`src/rtl/mem_bus_arbiter_pkg.sv`:
```
// Shared types for the memory bus arbiter: width encoding, FSM states and
// the per-requester pending slot.
package mem_bus_arbiter_pkg;

  typedef enum logic [1:0] {
    MEM_BYTE  = 2'd0,
    MEM_WORD  = 2'd1,
    MEM_DWORD = 2'd2
  } mem_width_e;

  typedef enum logic [1:0] {
    ARB_IDLE,
    ARB_ISSUE,
    ARB_WAIT
  } arb_state_e;

  typedef struct packed {
    logic        valid;
    logic        is_write;
    logic [31:0] addr;
    logic [1:0]  width;
    logic [31:0] data;
  } ArbReq;

endpackage

```
`src/rtl/memory_bus.sv`:
```
// Downstream RAM/MMIO bus: one-cycle dispatch pulse, slave answers with busy
// and read_data.
interface memory_bus;
  logic        dispatch_read;
  logic        dispatch_write;
  logic [31:0] addr;
  logic [1:0]  mem_width;
  logic [31:0] write_data;
  logic        busy;
  logic [31:0] read_data;

  modport master (
    output dispatch_read, dispatch_write, addr, mem_width, write_data,
    input  busy, read_data
  );

  modport slave (
    input  dispatch_read, dispatch_write, addr, mem_width, write_data,
    output busy, read_data
  );
endinterface

```
`src/rtl/rr_picker.sv`:
```
// Combinational round-robin search: first pending index at or after ptr,
// wrapping modulo N_REQ.
module rr_picker #(
  parameter int N_REQ = 3,
  parameter int RR_W  = $clog2(N_REQ)
) (
  input  logic [N_REQ-1:0] pending,
  input  logic [RR_W-1:0]  ptr,
  output logic [RR_W-1:0]  grant,
  output logic             found
);

  logic [N_REQ-1:0] rot;
  logic [RR_W:0]    sum;

  // rotate so that bit 0 is the requester the pointer names
  assign rot = N_REQ'({pending, pending} >> ptr);

  // lowest set bit of the rotated mask, mapped back to an absolute index
  always_comb begin
    found = 1'b0;
    sum   = '0;
    grant = '0;
    for (int k = N_REQ - 1; k >= 0; k--) begin
      if (rot[k]) begin
        found = 1'b1;
        sum   = {1'b0, ptr} + (RR_W + 1)'(k);
      end
    end
    if (sum >= (RR_W + 1)'(N_REQ)) sum = sum - (RR_W + 1)'(N_REQ);
    grant = sum[RR_W-1:0];
  end

endmodule

```
`src/rtl/mem_bus_arbiter.sv`:
```
// Shares one memory_bus slave between N_REQ requesters. Each requester's
// pulse is latched into its own slot; slots are served one at a time in
// round-robin order, with a watchdog aborting transactions that never finish.
module mem_bus_arbiter
  import mem_bus_arbiter_pkg::*;
#(
  parameter int N_REQ          = 3,
  parameter int RR_W           = $clog2(N_REQ),
  parameter int TIMEOUT_CYCLES = 1024
) (
  input  logic                   clk_in,
  input  logic                   rst_in,
  input  logic [N_REQ-1:0]       req_dispatch_read,
  input  logic [N_REQ-1:0]       req_dispatch_write,
  input  logic [N_REQ-1:0][31:0] req_addr,
  input  logic [N_REQ-1:0][1:0]  req_mem_width,
  input  logic [N_REQ-1:0][31:0] req_write_data,
  output logic [N_REQ-1:0]       req_busy,
  output logic [N_REQ-1:0][31:0] req_read_data,
  output logic [N_REQ-1:0]       req_err,
  output logic [RR_W-1:0]        grant_id,
  memory_bus.master              mem_bus
);

  localparam int WD_W = $clog2(TIMEOUT_CYCLES + 1);

  ArbReq [N_REQ-1:0] slot;
  arb_state_e        state;
  logic [RR_W-1:0]   rr_ptr;
  logic [RR_W-1:0]   pick;
  logic [RR_W-1:0]   nxt_ptr;
  logic              pick_ok;
  logic [WD_W-1:0]   wdog;
  logic [N_REQ-1:0]  pending;
  logic              wd_hit;
  logic              done;
  logic              timed_out;

  // pending mask straight from the slot valid bits; busy mirrors it
  always_comb begin
    pending = '0;
    for (int i = 0; i < N_REQ; i++) pending[i] = slot[i].valid;
  end

  assign req_busy = pending;

  rr_picker #(.N_REQ(N_REQ), .RR_W(RR_W)) u_pick (
    .pending (pending),
    .ptr     (rr_ptr),
    .grant   (pick),
    .found   (pick_ok)
  );

  // completion of the granted slot: slave released busy, or watchdog expired
  assign wd_hit    = (wdog == WD_W'(TIMEOUT_CYCLES - 1));
  assign done      = (state == ARB_WAIT) && (!mem_bus.busy || wd_hit);
  assign timed_out = (state == ARB_WAIT) && mem_bus.busy && wd_hit;
  assign nxt_ptr   = (grant_id == RR_W'(N_REQ - 1)) ? '0 : grant_id + 1'b1;

  // arbitration FSM: dispatch, one issue cycle, then wait for the slave
  always_ff @(posedge clk_in or posedge rst_in) begin
    if (rst_in) begin
      state                  <= ARB_IDLE;
      grant_id               <= '0;
      rr_ptr                 <= '0;
      wdog                   <= '0;
      mem_bus.dispatch_read  <= 1'b0;
      mem_bus.dispatch_write <= 1'b0;
      mem_bus.addr           <= '0;
      mem_bus.mem_width      <= MEM_DWORD;
      mem_bus.write_data     <= '0;
    end else begin
      case (state)
        ARB_IDLE: begin
          if (pick_ok && !mem_bus.busy) begin
            mem_bus.addr           <= slot[pick].addr;
            mem_bus.mem_width      <= slot[pick].width;
            mem_bus.write_data     <= slot[pick].data;
            mem_bus.dispatch_read  <= !slot[pick].is_write;
            mem_bus.dispatch_write <= slot[pick].is_write;
            grant_id               <= pick;
            state                  <= ARB_ISSUE;
          end
        end
        ARB_ISSUE: begin
          mem_bus.dispatch_read  <= 1'b0;
          mem_bus.dispatch_write <= 1'b0;
          wdog                   <= '0;
          state                  <= ARB_WAIT;
        end
        ARB_WAIT: begin
          if (done) begin
            rr_ptr <= nxt_ptr;
            state  <= ARB_IDLE;
          end else begin
            wdog <= wdog + 1'b1;
          end
        end
        default: state <= ARB_IDLE;
      endcase
    end
  end

  // slot bookkeeping: retire the granted slot first, then accept new pulses
  // so a requester re-pulsing on its completion edge is latched again
  always_ff @(posedge clk_in or posedge rst_in) begin
    if (rst_in) begin
      slot          <= '0;
      req_read_data <= '0;
      req_err       <= '0;
    end else begin
      if (done) begin
        slot[grant_id].valid <= 1'b0;
        if (timed_out)
          req_err[grant_id] <= 1'b1;
        else if (!slot[grant_id].is_write)
          req_read_data[grant_id] <= mem_bus.read_data;
      end
      for (int i = 0; i < N_REQ; i++) begin
        if (req_dispatch_read[i] && req_dispatch_write[i]) begin
          req_err[i] <= 1'b1;
        end else if (req_dispatch_read[i] || req_dispatch_write[i]) begin
          if (slot[i].valid && !(done && grant_id == RR_W'(i))) begin
            req_err[i] <= 1'b1;
          end else begin
            slot[i].valid    <= 1'b1;
            slot[i].is_write <= req_dispatch_write[i];
            slot[i].addr     <= req_addr[i];
            slot[i].width    <= req_mem_width[i];
            slot[i].data     <= req_write_data[i];
          end
        end
      end
    end
  end

endmodule
```
`src/flat_wrapper.sv`:
```
// flat-port wrapper written by rule: the top's interface ports become plain ports
module mem_bus_arbiter_flat import mem_bus_arbiter_pkg::*;
#(
  parameter int N_REQ          = 3,
  parameter int RR_W           = $clog2(N_REQ),
  parameter int TIMEOUT_CYCLES = 1024
)
  (clk_in, rst_in, req_dispatch_read, req_dispatch_write, req_addr, req_mem_width, req_write_data, req_busy, req_read_data, req_err, grant_id, mem_bus_dispatch_read, mem_bus_dispatch_write, mem_bus_addr, mem_bus_mem_width, mem_bus_write_data, mem_bus_busy, mem_bus_read_data);
  memory_bus mem_bus_i ();
  input  logic clk_in;
  input  logic rst_in;
  input  logic [N_REQ-1:0] req_dispatch_read;
  input  logic [N_REQ-1:0] req_dispatch_write;
  input  logic [N_REQ-1:0][31:0] req_addr;
  input  logic [N_REQ-1:0][1:0] req_mem_width;
  input  logic [N_REQ-1:0][31:0] req_write_data;
  output logic [N_REQ-1:0] req_busy;
  output logic [N_REQ-1:0][31:0] req_read_data;
  output logic [N_REQ-1:0] req_err;
  output logic [RR_W-1:0] grant_id;
  output wire logic [$bits(mem_bus_i.dispatch_read)-1:0] mem_bus_dispatch_read;
  output wire logic [$bits(mem_bus_i.dispatch_write)-1:0] mem_bus_dispatch_write;
  output wire logic [$bits(mem_bus_i.addr)-1:0] mem_bus_addr;
  output wire logic [$bits(mem_bus_i.mem_width)-1:0] mem_bus_mem_width;
  output wire logic [$bits(mem_bus_i.write_data)-1:0] mem_bus_write_data;
  input wire logic [$bits(mem_bus_i.busy)-1:0] mem_bus_busy;
  input wire logic [$bits(mem_bus_i.read_data)-1:0] mem_bus_read_data;
  assign mem_bus_dispatch_read = mem_bus_i.dispatch_read;
  assign mem_bus_dispatch_write = mem_bus_i.dispatch_write;
  assign mem_bus_addr = mem_bus_i.addr;
  assign mem_bus_mem_width = mem_bus_i.mem_width;
  assign mem_bus_write_data = mem_bus_i.write_data;
  assign mem_bus_i.busy = mem_bus_busy;
  assign mem_bus_i.read_data = mem_bus_read_data;
  mem_bus_arbiter #(.N_REQ(N_REQ), .RR_W(RR_W), .TIMEOUT_CYCLES(TIMEOUT_CYCLES)) u_core (.clk_in(clk_in), .rst_in(rst_in), .req_dispatch_read(req_dispatch_read), .req_dispatch_write(req_dispatch_write), .req_addr(req_addr), .req_mem_width(req_mem_width), .req_write_data(req_write_data), .req_busy(req_busy), .req_read_data(req_read_data), .req_err(req_err), .grant_id(grant_id), .mem_bus(mem_bus_i));
endmodule
```
`config.mk`:
```
export PLATFORM = sky130hd
export DESIGN_NAME = mem_bus_arbiter_flat
export DESIGN_NICKNAME = d
export VERILOG_FILES = /design/src/rtl/mem_bus_arbiter_pkg.sv /design/src/rtl/memory_bus.sv /design/src/rtl/rr_picker.sv /design/src/rtl/mem_bus_arbiter.sv /design/src/flat_wrapper.sv
export SDC_FILE = /design/constraint.sdc
export NUM_CORES = 1
export LEC_CHECK = 0
export BUFFER_PORTS_ARGS = -buffer_cell sky130_fd_sc_hd__buf_4
export CELL_PAD_IN_SITES_DETAIL_PLACEMENT = 1
export CELL_PAD_IN_SITES_GLOBAL_PLACEMENT = 2
export CORE_UTILIZATION = 39
export DETAILED_ROUTE_END_ITERATION = 6
export PLACE_DENSITY = 0.95
export SYNTH_ARGS = -nofsm -noshare
export SYNTH_HDL_FRONTEND = slang
export SYNTH_SLANG_ARGS = --single-unit
export TNS_END_PERCENT = 100
```
`constraint.sdc`:
```
create_clock -name clk_in -period 25.2 [get_ports clk_in]
set_input_delay 1.26 -clock clk_in [delete_from_list [all_inputs] [get_ports clk_in]]
set_output_delay 1.26 -clock clk_in [all_outputs]
set_load 0.005 [all_outputs]
```
==> metrics.md, run 1 <==
| Metric | Value |
|---|---|
| Outcome | finished, final reports clean |
| Longest Clk Path Bufs | 3 |
| Via density | 5.58 |
| Initial antenna violation count | 7 |
| Post-Syn Area | 0.0162 mm2 |
| Final period util | 14.8% |
| Top Family by Delay on Critical Path | compound AO/OA/AOI/OAI gates |
| Adder-cell area share of the yosys netlist | 0.154% |
| Placement Setup Slack | 21.14 ns |
| Fin. Hold Viols | 0 |
| #FFs+latches synth | 388 |
| CTS tree | yes |
| Worst setup SP type | flip-flop |
| First-pass GRT wire length | 77600 um |
| Tot Pwr | 0.00255 W |
| Synth top area cells | dfrtp_1 (60%), mux2_2 (18%), a22oi_1 (4.2%) |
| Largest family of logic cells by synthesized area | multiplexers |
| Critical-path maximum fanout | 46 |
| DIE WIDTH | 206 um |
| Area growth from synthesis to layout | 29.8% |
| Layout cells sized above 1 | 49.0% |
| Post-synthesis xor/xnor area fraction | 0.694% |
| DRC viols | 0 |
| Nets | 1771 |
| Static leakage | 9.68 nW |
| Worst-path clk slew | 0.06 ns |
| HP Class | reg2reg |
| Rows | 74 |
| HPWL Detailed | 33400 um |
| Largest net degree at the start of global routing | 169 |
| Final Slew Violations | 0 |
| Final Skew | 0.0156 ns |
| Final Wtd Congestion | 0.822 |
| Worst slew pin tran | 1.11 ns |
| H-tree depth | 2 |
| Via count | 11715 |
| Total setup buffers inserted after CTS | 0 |
| Power per Cell Area | 121 mW/mm2 |
| Post-synth top cells | dfrtp_1 (387), mux2_2 (254), a22oi_1 (91), a32oi_1 (44), nand2_1 (43) |
| Crit path cell chain | and4bb_1 > o41ai_4 > nand4_1 > mux2i_4 > buf_4 > a22oi_1 > o221ai_1 |
| Pre-antenna DRT Iters | 5 |
| Hold-fix buffers at CTS | 0 |
| GRT overflow | 0 |
| Setup ws final | 21.48 ns |
| Drt total wl | 51200 um |
| CP required | 25.66 ns |
| Post-synthesis simple-gate area fraction | 3.43% |
| Mux cell area share after synthesis | 20.6% |
| CTS buffer count | 44 |
| Num ports | 411 |
| Arr. time, crit path | 4.18 ns |
| Compound-Gate Fraction of Synth Area | 11.7% |
| FF-to-FF setup slack | 21.48 ns |
| Core area | 0.0409 mm2 |
| Relative slew slack | 25.9% |
| Routed len/inst | 24.4 um |
| Top-count cell post-synth | dfrtp_1 |
| CP Buf/Inv Count | 1 |
| Die area | 0.0424 mm2 |
| Post-synth EDFFs | 0 |
| Avg Cell Area, Syn | 14.1 um2 |
| Max rail drop VDD | 0.0979 mV |
| Inst Count DP | 2016 |
| Mapped Nets | 1390 |
| RSZ-0062 raised after global routing | false |
| Post-route ant nets | 0 |
| Setup TNS | 0 ns |
| YS warnings | 0 |
| Post-CTS sizing | 0 |
| Slowest CP cell | mux2i_4 |
| Die height | 206 um |
| GRT Util Overall | 24.3% |
| Initial Utilization | 39.6% |
| CTS root buf | clkbuf_16 |
| Max Cap Violations | 0 |
| Peak Freq | 269 MHz |
| Asr flop ratio synth | 100% |
| Sequential-to-total area share from yosys stat | 59.9% |
| Crit Path Category | reg2reg |
| Synth unique cells | 68 |
| Area leader, netlist | dfrtp_1 |
| Max stage delay on crit path | 0.81 ns |
| Setup violators final | 0 |
| Later-pin clock latency in the skew report | 0.56 ns |
| Clock sinks | 388 |
| Crit. End Element | flip-flop |
| Non-Filler Instances | 2100 |
| Synth top area share | 59.7% |
| Post-Synthesis Cells | 1149 |
| Detailed Route Iter0 Violations | 578 |
| Prevailing post-synth register cell | dfrtp_1 |
| Number of port buffers | 410 |
| Number of global-route vias before repair | 12901 |
| Fin crit period | 3.72 ns |
[layer usage]
metal	share of wire [%]	wire [um]	GRT usage [%]
met2	50	25600	39.8
met1	39	20000	29.8
met4	4.6	2360	11.7
met5	0	0	0
met3	6.2	3200	6.15
[report_power, final]
| group | total, W | switching (W) | leakage (nW) | internal (W) |
|---|---|---|---|---|
| Clock | 0.000654 | 0.000255 | 0.723 | 0.000399 |
| Combinational | 0.000864 | 0.000452 | 4.15 | 0.000411 |
| Sequential | 0.00103 | 0.000162 | 4.81 | 0.000872 |
| Total | 0.00255 | 0.000870 | 9.68 | 0.00168 |
[path summary, 6_finish.rpt]
kind / startpoint / endpoint / depth (start not counted)
setup / recovery: u_core.req_busy[1] / u_core.mem_bus.write_data[9] / 7
hold / removal: u_core.slot[23] / u_core.slot[23] / 1
setup reg to reg: u_core.req_busy[1] / u_core.mem_bus.write_data[9] / 7
hold reg to reg: u_core.slot[23] / u_core.slot[23] / 1
max in group asynchronous: rst_in / u_core.wdog[6] / 3
min in group asynchronous: rst_in / u_core.slot[27] / 2
[metrics by stage]
| step | hold slack (ns) | util, % | cell area (um2) |
|---|---|---|---|
| floorplan | 0.459 | - | 16200 |
| global placement | 0.468 | 47.8 | 19600 |
| detailed placement | 0.475 | 47.8 | 19600 |
| CTS | 0.489 | 51.4 | 21000 |
| global route | 0.502 | 51.5 | 21100 |
| finish | 0.487 | 51.5 | 21100 |
[kinds of logic after synthesis]
logic type / count (synthesis)
XOR/XNOR: 12
AO/OA/AOI/OAI: 254
adder cells (fa/ha/maj): 2
flip-flops: 388
buffers and inverters: 91
multiplexers: 297
AND/OR/NAND/NOR: 105
[sequential cells by signal, summed over array words and instances (netlist names), 3 cells and up]
register                   flops
u_core.req_busy                3
u_core.mem_bus.addr           32
u_core.wdog                   11
u_core.req_err                 3
u_core.req_read_data          96
u_core.mem_bus.write_data     32
u_core.slot                  201
[cell usage in the layout, fill, tap and decap left out, types with 3 or more instances in the layout]
| master | count |
|---|---|
| a31oi_1 | 3 |
| buf_4 | 420 |
| and3_1 | 5 |
| nand4_1 | 5 |
| inv_1 | 4 |
| diode_2 | 7 |
| nand3_1 | 3 |
| o21ai_1 | 42 |
| mux2_1 | 41 |
| nor2_1 | 16 |
| clkbuf_16 | 45 |
| a32oi_1 | 44 |
| bufinv_16 | 3 |
| a22oi_1 | 91 |
| o221ai_1 | 25 |
| o21ai_0 | 18 |
| dfrtp_1 | 387 |
| nor2_4 | 4 |
| xor2_1 | 6 |
| nor2b_1 | 7 |
| xnor2_1 | 5 |
| a21oi_1 | 9 |
| clkbuf_8 | 14 |
| mux2_2 | 254 |
| nand2_1 | 43 |
| clkbuf_1 | 11 |
[final cells by class]
type                            instances  area [um2]
Clock inverter                          7         120
Antenna cell                            7        17.5
Timing Repair Buffer                  421        3170
Clock buffer                           70        1360
Multi-Input combinational cell        670        5990
Inverter                                5        26.3
Sequential cell                       388        9710
Fill cell                            4171       19900
Tap cell                              532         666
(Power assumes the default switching activity.)
==> run 2, diff against run 1 <==
CORE_UTILIZATION = 36   (was 39)
PLACE_DENSITY = 0.89   (was 0.95)
clock period = 3.7 ns   (was 25.2 ns; I/O delays follow)
==> metrics.md, run 2 (synthesis results as in run 1) <==
| Metric | Value |
|---|---|
| Outcome | finished, final reports clean |
| Final period util | 80.7% (+66 points) |
| Via density | 5.30 (-5.0%) |
| CP Capture Point | u_core.mem_bus.write_data[2] |
| RSZ-0062 raised after global routing | false |
| Later-pin clock latency in the skew report | 0.57 ns (about the same) |
| Final Skew | 0.0194 ns (+0.00385 ns) |
| Critical-path maximum fanout | 43 (-6.5%) |
| Commonest cells after routing, fill and taps aside | buf_4 (431), dfrtp_1 (387), mux2_2 (254), dlygate4sd3_1 (241), a22oi_1 (91) |
| Total setup buffers inserted after CTS | 0 (unchanged) |
| Via count | 12799 (+9.3%) |
| Layout cells sized above 1 | 43.1% (-5.9 points) |
| Relative slew slack | 30.3% (+4.4 points) |
| Peak Freq | 335 MHz (+25%) |
| DIE WIDTH | 214 um (+4.0%) |
| Max stage delay on crit path | 0.62 ns (-0.19 ns) |
| Crit path depth | 7 (unchanged) |
| Max reg flops | 201 (unchanged) |
| HPWL Detailed | 34100 um (+2.1%) |
| Final Util | 53.4% (+1.9 points) |
| Fin. Hold Viols | 0 (unchanged) |
| Met2 GRT Util | 47.1% (+7.3 points) |
| Core area | 0.0443 mm2 (+8.3%) |
| Max Cap Violations | 0 (unchanged) |
| Final Wtd Congestion | 0.832 (+1.2%) |
| H-tree depth | 2 (unchanged) |
| Crit. End Element | flip-flop |
| Static leakage | 10.7 nW (+11%) |
| CTS tree | yes |
| Crit path cell chain | and4b_1 > o41ai_4 > nand4_1 > mux2i_4 > buf_4 > a22oi_1 > o21ai_1 |
| Top flop regs | u_core.slot: 201 flops, u_core.req_read_data: 96 flops |
| Register with the most flip-flops | u_core.slot |
| Slowest CP cell | dfrtp_1 |
| Setup violators final | 0 (unchanged) |
| Crit Path Category | reg2reg |
| CTS buffer count | 44 (unchanged) |
| Number of port buffers | 410 (unchanged) |
| Drt total wl | 59400 um (+16%) |
| Initial antenna violation count | 6 (-1) |
| CTS root buf | clkbuf_16 |
| Met1 usage | 30.1% (+0.26 points) |
| HP Class | in2reg |
| Top Family by Delay on Critical Path | compound AO/OA/AOI/OAI gates |
| Pre-antenna DRT Iters | 5 (unchanged) |
| Max rail drop VDD | 0.887 mV (+810%) |
| Die height | 214 um (+4.0%) |
| Worst r2r dst | u_core.mem_bus.write_data[2] |
| Tot Pwr | 0.0179 W (+600%) |
| CP Buf/Inv Count | 1 (unchanged) |
| Rows | 77 (+4.1%) |
| R2r worst-path depth | 7 (unchanged) |
| Area growth from synthesis to layout | 45.8% |
| Fin crit period | 2.99 ns (-0.736 ns) |
| Worst setup SP type | flip-flop |
| Post-route ant nets | 0 (unchanged) |
| Arr. time, crit path | 3.46 ns (-0.72 ns) |
| Worst setup path startpoint | u_core.req_busy[0] |
| Worst-path clk slew | 0.06 ns (about the same) |
| Routed len/inst | 24.6 um (+0.93%) |
| Number of global-route vias before repair | 14940 (+16%) |
| Nets | 2028 (+15%) |
| Worst r2r src | u_core.req_busy[0] |
| Largest net degree at the start of global routing | 119 (-30%) |
| Longest Clk Path Bufs | 3 (unchanged) |
| Worst slew pin tran | 1.05 ns (-0.0663 ns) |
| Most common cell after layout, fill and taps aside | buf_4 |
| DRC viols | 0 (unchanged) |
| GRT overflow | 0 (unchanged) |
| Power per Cell Area | 759 mW/mm2 (+530%) |
| Num ports | 411 (unchanged) |
| Die area | 0.0459 mm2 (+8.2%) |
| First-pass GRT wire length | 92200 um (+19%) |
| Final Slew Violations | 0 (unchanged) |
| Detailed Route Iter0 Violations | 586 (+1.4%) |
| GRT Util Overall | 26.1% (+1.8 points) |
| GR met3 Demand/Resource | 4.67% (-1.5 points) |
| FF-to-FF setup slack | 0.71 ns (-20.76 ns) |
| Initial Utilization | 36.6% (-3.0 points) |
| CP required | 4.18 ns (-21.48 ns) |
| Clock sinks | 388 (unchanged) |
| Most used routing layer | met2 |
==> run 2: changes by cell type in the layout (fill, tap and decap cells not counted) <==
cell           delta
buf_12            +5
buf_4            +11
bufinv_16         +1
clkbuf_1          -3
clkbuf_8         -11
clkinv_2         +10
clkinv_4          -2
clkinvlp_4        +2
diode_2           -2
dlygate4sd3_1   +241
inv_6             +3
inv_8             -1
==> run 2: worst min path at each step <==
stage               slack [ns]  cells past startpoint            startpoint                to
floorplan                 0.29                      1  req_dispatch_read[1]  u_core.slot[134]
global placement          0.40                      2     req_write_data[8]    u_core.slot[8]
detailed placement        0.41                      2    req_write_data[10]   u_core.slot[10]
CTS                       0.34                      3     req_write_data[8]    u_core.slot[8]
global route              0.39                      3          req_addr[68]  u_core.slot[174]
finish                    0.37                      3    req_write_data[11]   u_core.slot[11]
==> run 2: through the flow <==
step	std cells	worst slack [ns]	hold slack (ns)	TNS [ns]	instance area, um2
after floorplan	1149	-1.70	0.293	-658.98	16200
final	2414	0.714	0.373	0	23700
after global routing	2413	0.591	0.387	0	23700
after CTS	2409	0.775	0.339	0	23600
after global placement	2092	0.907	0.402	0	19800
after detailed placement	2092	0.795	0.407	0	19800
==> run 2: worst reg2reg max path, delay by kind of cell, from the launching register on <==
| kind | cells | cell delay, ns |
|---|---|---|
| AO/OA/AOI/OAI | 3 | 0.99 |
| buffers and inverters | 1 | 0.55 |
| flip-flops | 1 | 0.62 |
| multiplexers | 1 | 0.20 |
| AND/OR/NAND/NOR | 2 | 0.53 |
==> run 2: layout make-up <==
class                           count  area (um2)
Fill cell                        4430       20700
Sequential cell                   388        9710
Multi-Input combinational cell    670        5990
Timing Repair Buffer              678        5770
Clock buffer                       56        1200
Tap cell                          592         741
Clock inverter                     20         216
Inverter                            5        22.5
Antenna cell                        5        12.5
==> run 2: routing by layer <==
layer | up-vias | wire (um)
met4 | 2 | 2190
met3 | 118 | 2660
met5 | - | 10
met1 | 6734 | 23200
li1 | 5590 | -
met2 | 355 | 31400
==> run 2: timing repair <==
action                    4_1_cts  5_1_grt
resized for setup               0        0
hold endpoints to repair      332        0
hold buffers                  241        0
==> run 2: power breakdown <==
part | switching, W | internal (W)
Clock | 0.00185 | 0.00257
Sequential | 0.00118 | 0.00594
Combinational | 0.00336 | 0.00305
==> run 3, diff against run 2 <==
clock period = 2.8 ns   (was 3.7 ns; I/O delays follow)
==> metrics.md, run 3 (synthesis results as in run 1) <==
| Metric | Value |
|---|---|
| Num ports | 411 (unchanged) |
| Via density | 5.35 (+0.96%) |
| Non-Filler Instances | 2445 (+1.3%) |
| Detailed Route Iter0 Violations | 649 (+11%) |
| Final Util | 54.4% (+1.0 points) |
| Register with the most flip-flops | u_core.slot |
| P_int | 0.0159 W (+38%) |
| GRT overflow | 0 (unchanged) |
| Final period util | 97.1% (+16 points) |
| Via count | 13088 (+2.3%) |
| Initial antenna violation count | 8 (+2) |
| Final Wtd Congestion | 0.810 (-2.7%) |
| Worst setup SP type | flip-flop |
| Met1 usage | 30.1% (about the same) |
| Routed len/inst | 25.8 um (+4.7%) |
| Longest Clk Path Bufs | 3 (unchanged) |
| Max stage delay on crit path | 0.49 ns (-0.13 ns) |
| Layout cells sized above 1 | 44.0% (+0.92 points) |
| DRC viols | 0 (unchanged) |
| Switch Pwr | 0.00885 W (+39%) |
| Number of port buffers | 410 (unchanged) |
| Largest net degree at the start of global routing | 81 (-32%) |
| HPWL Detailed | 35300 um (+3.3%) |
| Peak Freq | 368 MHz (+9.9%) |
| Logic pwr share | 36.6% (+0.9 points) |
| Final Slew Violations | 0 (unchanged) |
| Max rail drop VDD | 0.905 mV (+2.0%) |
| Later-pin clock latency in the skew report | 0.58 ns (about the same) |
| CTS tree | yes |
| Switch share | 35.7% (+0.16 points) |
| Post-route ant nets | 0 (unchanged) |
| Core area | 0.0443 mm2 (unchanged) |
| Outcome | finished, final reports clean |
| CP required | 3.27 ns (-0.91 ns) |
| Critical-path maximum fanout | 18 (-58%) |
| Top flop regs | u_core.slot: 201 flops, u_core.req_read_data: 96 flops |
| DIE WIDTH | 214 um (unchanged) |
| Setup violators final | 0 (unchanged) |
| Initial Utilization | 36.6% (unchanged) |
| Pre-antenna DRT Iters | 5 (unchanged) |
| Rows | 77 (unchanged) |
| Top Family by Delay on Critical Path | compound AO/OA/AOI/OAI gates |
| GRT Util Overall | 27.2% (+1.1 points) |
| Commonest cells after routing, fill and taps aside | buf_4 (443), dfrtp_1 (383), mux2_2 (254), dlygate4sd3_1 (241), a22oi_1 (91) |
| Max reg flops | 201 (unchanged) |
| Fin. Hold Viols | 0 (unchanged) |
| Crit path cell chain | and4bb_1 > o41a_1 > buf_4 > a211o_1 > o22ai_4 > buf_12 > a22oi_1 > o21ai_1 |
| Clock power frac | 25.1% (+0.5 points) |
| Arr. time, crit path | 3.19 ns (-0.27 ns) |
| Drt total wl | 63000 um (+6.0%) |
| CTS buffer count | 44 (unchanged) |
| Worst r2r src | u_core.rr_ptr[0] |
| Number of global-route vias before repair | 15349 (+2.7%) |
| Relative slew slack | 41.3% (+11 points) |
| Area growth from synthesis to layout | 48.7% |
| Worst slew pin tran | 0.880 ns (-0.166 ns) |
| Crit Path Category | reg2reg |
| H-tree depth | 2 (unchanged) |
| Crit. End Element | flip-flop |
| Most used routing layer | met2 |
| Power per Cell Area | 1030 mW/mm2 (+35%) |
| First-pass GRT wire length | 95400 um (+3.4%) |
| Slowest CP cell | dfrtp_2 |
| Nets | 2052 (+1.2%) |
| GR met3 Demand/Resource | 4.79% (+0.13 points) |
| CTS root buf | clkbuf_16 |
| Setup TNS | 0 ns (unchanged) |
| Final Skew | 0.0288 ns (+0.00934 ns) |
| Tot Pwr | 0.0248 W (+38%) |
| Met2 GRT Util | 48.8% (+1.7 points) |
| Most common cell after layout, fill and taps aside | buf_4 |
| Die height | 214 um (unchanged) |
| Hold Slack | 0.0884 ns (-0.285 ns) |
| Die area | 0.0459 mm2 (unchanged) |
| Fill count | 4435 (+0.11%) |
| Static leakage | 10.9 nW (+1.8%) |
| HP Class | in2async |
| Inst Count DP | 2108 (+0.76%) |
| Reg power frac | 38.3% (-1.3 points) |
| Fin crit period | 2.72 ns (-0.268 ns) |
| Worst-path clk slew | 0.07 ns (about the same) |
| Worst setup path startpoint | u_core.rr_ptr[0] |
| CP Buf/Inv Count | 2 (+1) |
| Clock sinks | 388 (unchanged) |
| Max Cap Violations | 0 (unchanged) |
-- run 3: path summary, 6_finish.rpt --
kind	to	slack, ns	cells after the start
max in group asynchronous	u_core.mem_bus.mem_width[1]	1.71	5
hold reg to reg	u_core.slot[29]	0.49	1
setup / recovery	u_core.mem_bus.addr[24]	0.08	8
hold / removal	u_core.req_read_data[16]	0.09	3
setup reg to reg	u_core.mem_bus.addr[24]	0.08	8
min in group clk_in	u_core.slot[185]	0.34	3
-- run 3: per-stage QoR --
step,cell area (um2),setup WS (ns)
2_1_floorplan,16200,-2.56
3_3_place_gp,20000,0.151
3_5_place_dp,20000,-0.00766
4_1_cts,24000,0.0000944
5_1_grt,24100,-0.000336
6_report,24100,0.0816
-- run 3: repair_timing --
item / in CTS / in global routing
gates resized for setup: 0 / 10
hold endpoints to repair: 447 / 0
hold buffers: 241 / 0
setup buffers: 0 / 5
setup endpoints to repair: 1 / 114
pin swaps: 1 / 6
gates cloned: 0 / 3
-- run 3: cell type report --
type / instances / area, um2 / share of cell area [%]
Clock buffer: 63 / 1270 / 5.28
Tap cell: 592 / 741 / 3.07
Antenna cell: 8 / 20.0 / 0.0830
Timing Repair Buffer: 700 / 6060 / 25.1
Inverter: 5 / 22.5 / 0.0934
Sequential cell: 388 / 9720 / 40.3
Multi-Input combinational cell: 672 / 6020 / 25.0
Clock inverter: 17 / 259 / 1.07
-- run 3: power by group through the flow --
stage / clock network, W / logic, W / registers (W)
finish: 0.00622 / 0.00906 / 0.00949
global route: 0.00654 / 0.00970 / 0.00969
CTS: 0.00624 / 0.00858 / 0.00926
detailed placement: 0 / 0.00822 / 0.00932
global placement: 0 / 0.00790 / 0.00916
floorplan: 0 / 0.00497 / 0.00893
-- run 3: layer usage --
layer	wire length [um]	vias up
met4	3390	0
met3	2870	173
li1	-	5659
met5	0	-
met1	23600	6782
met2	33100	474
-- run 3: worst reg2reg max path, stage by stage, from the launching register on --
cell and delay [ns]:
dfrtp_2 0.49, and4bb_1 0.29, o41a_1 0.46, buf_4 0.18, a211o_1 0.32, o22ai_4 0.25, buf_12 0.22, a22oi_1 0.15
o21ai_1 0.26
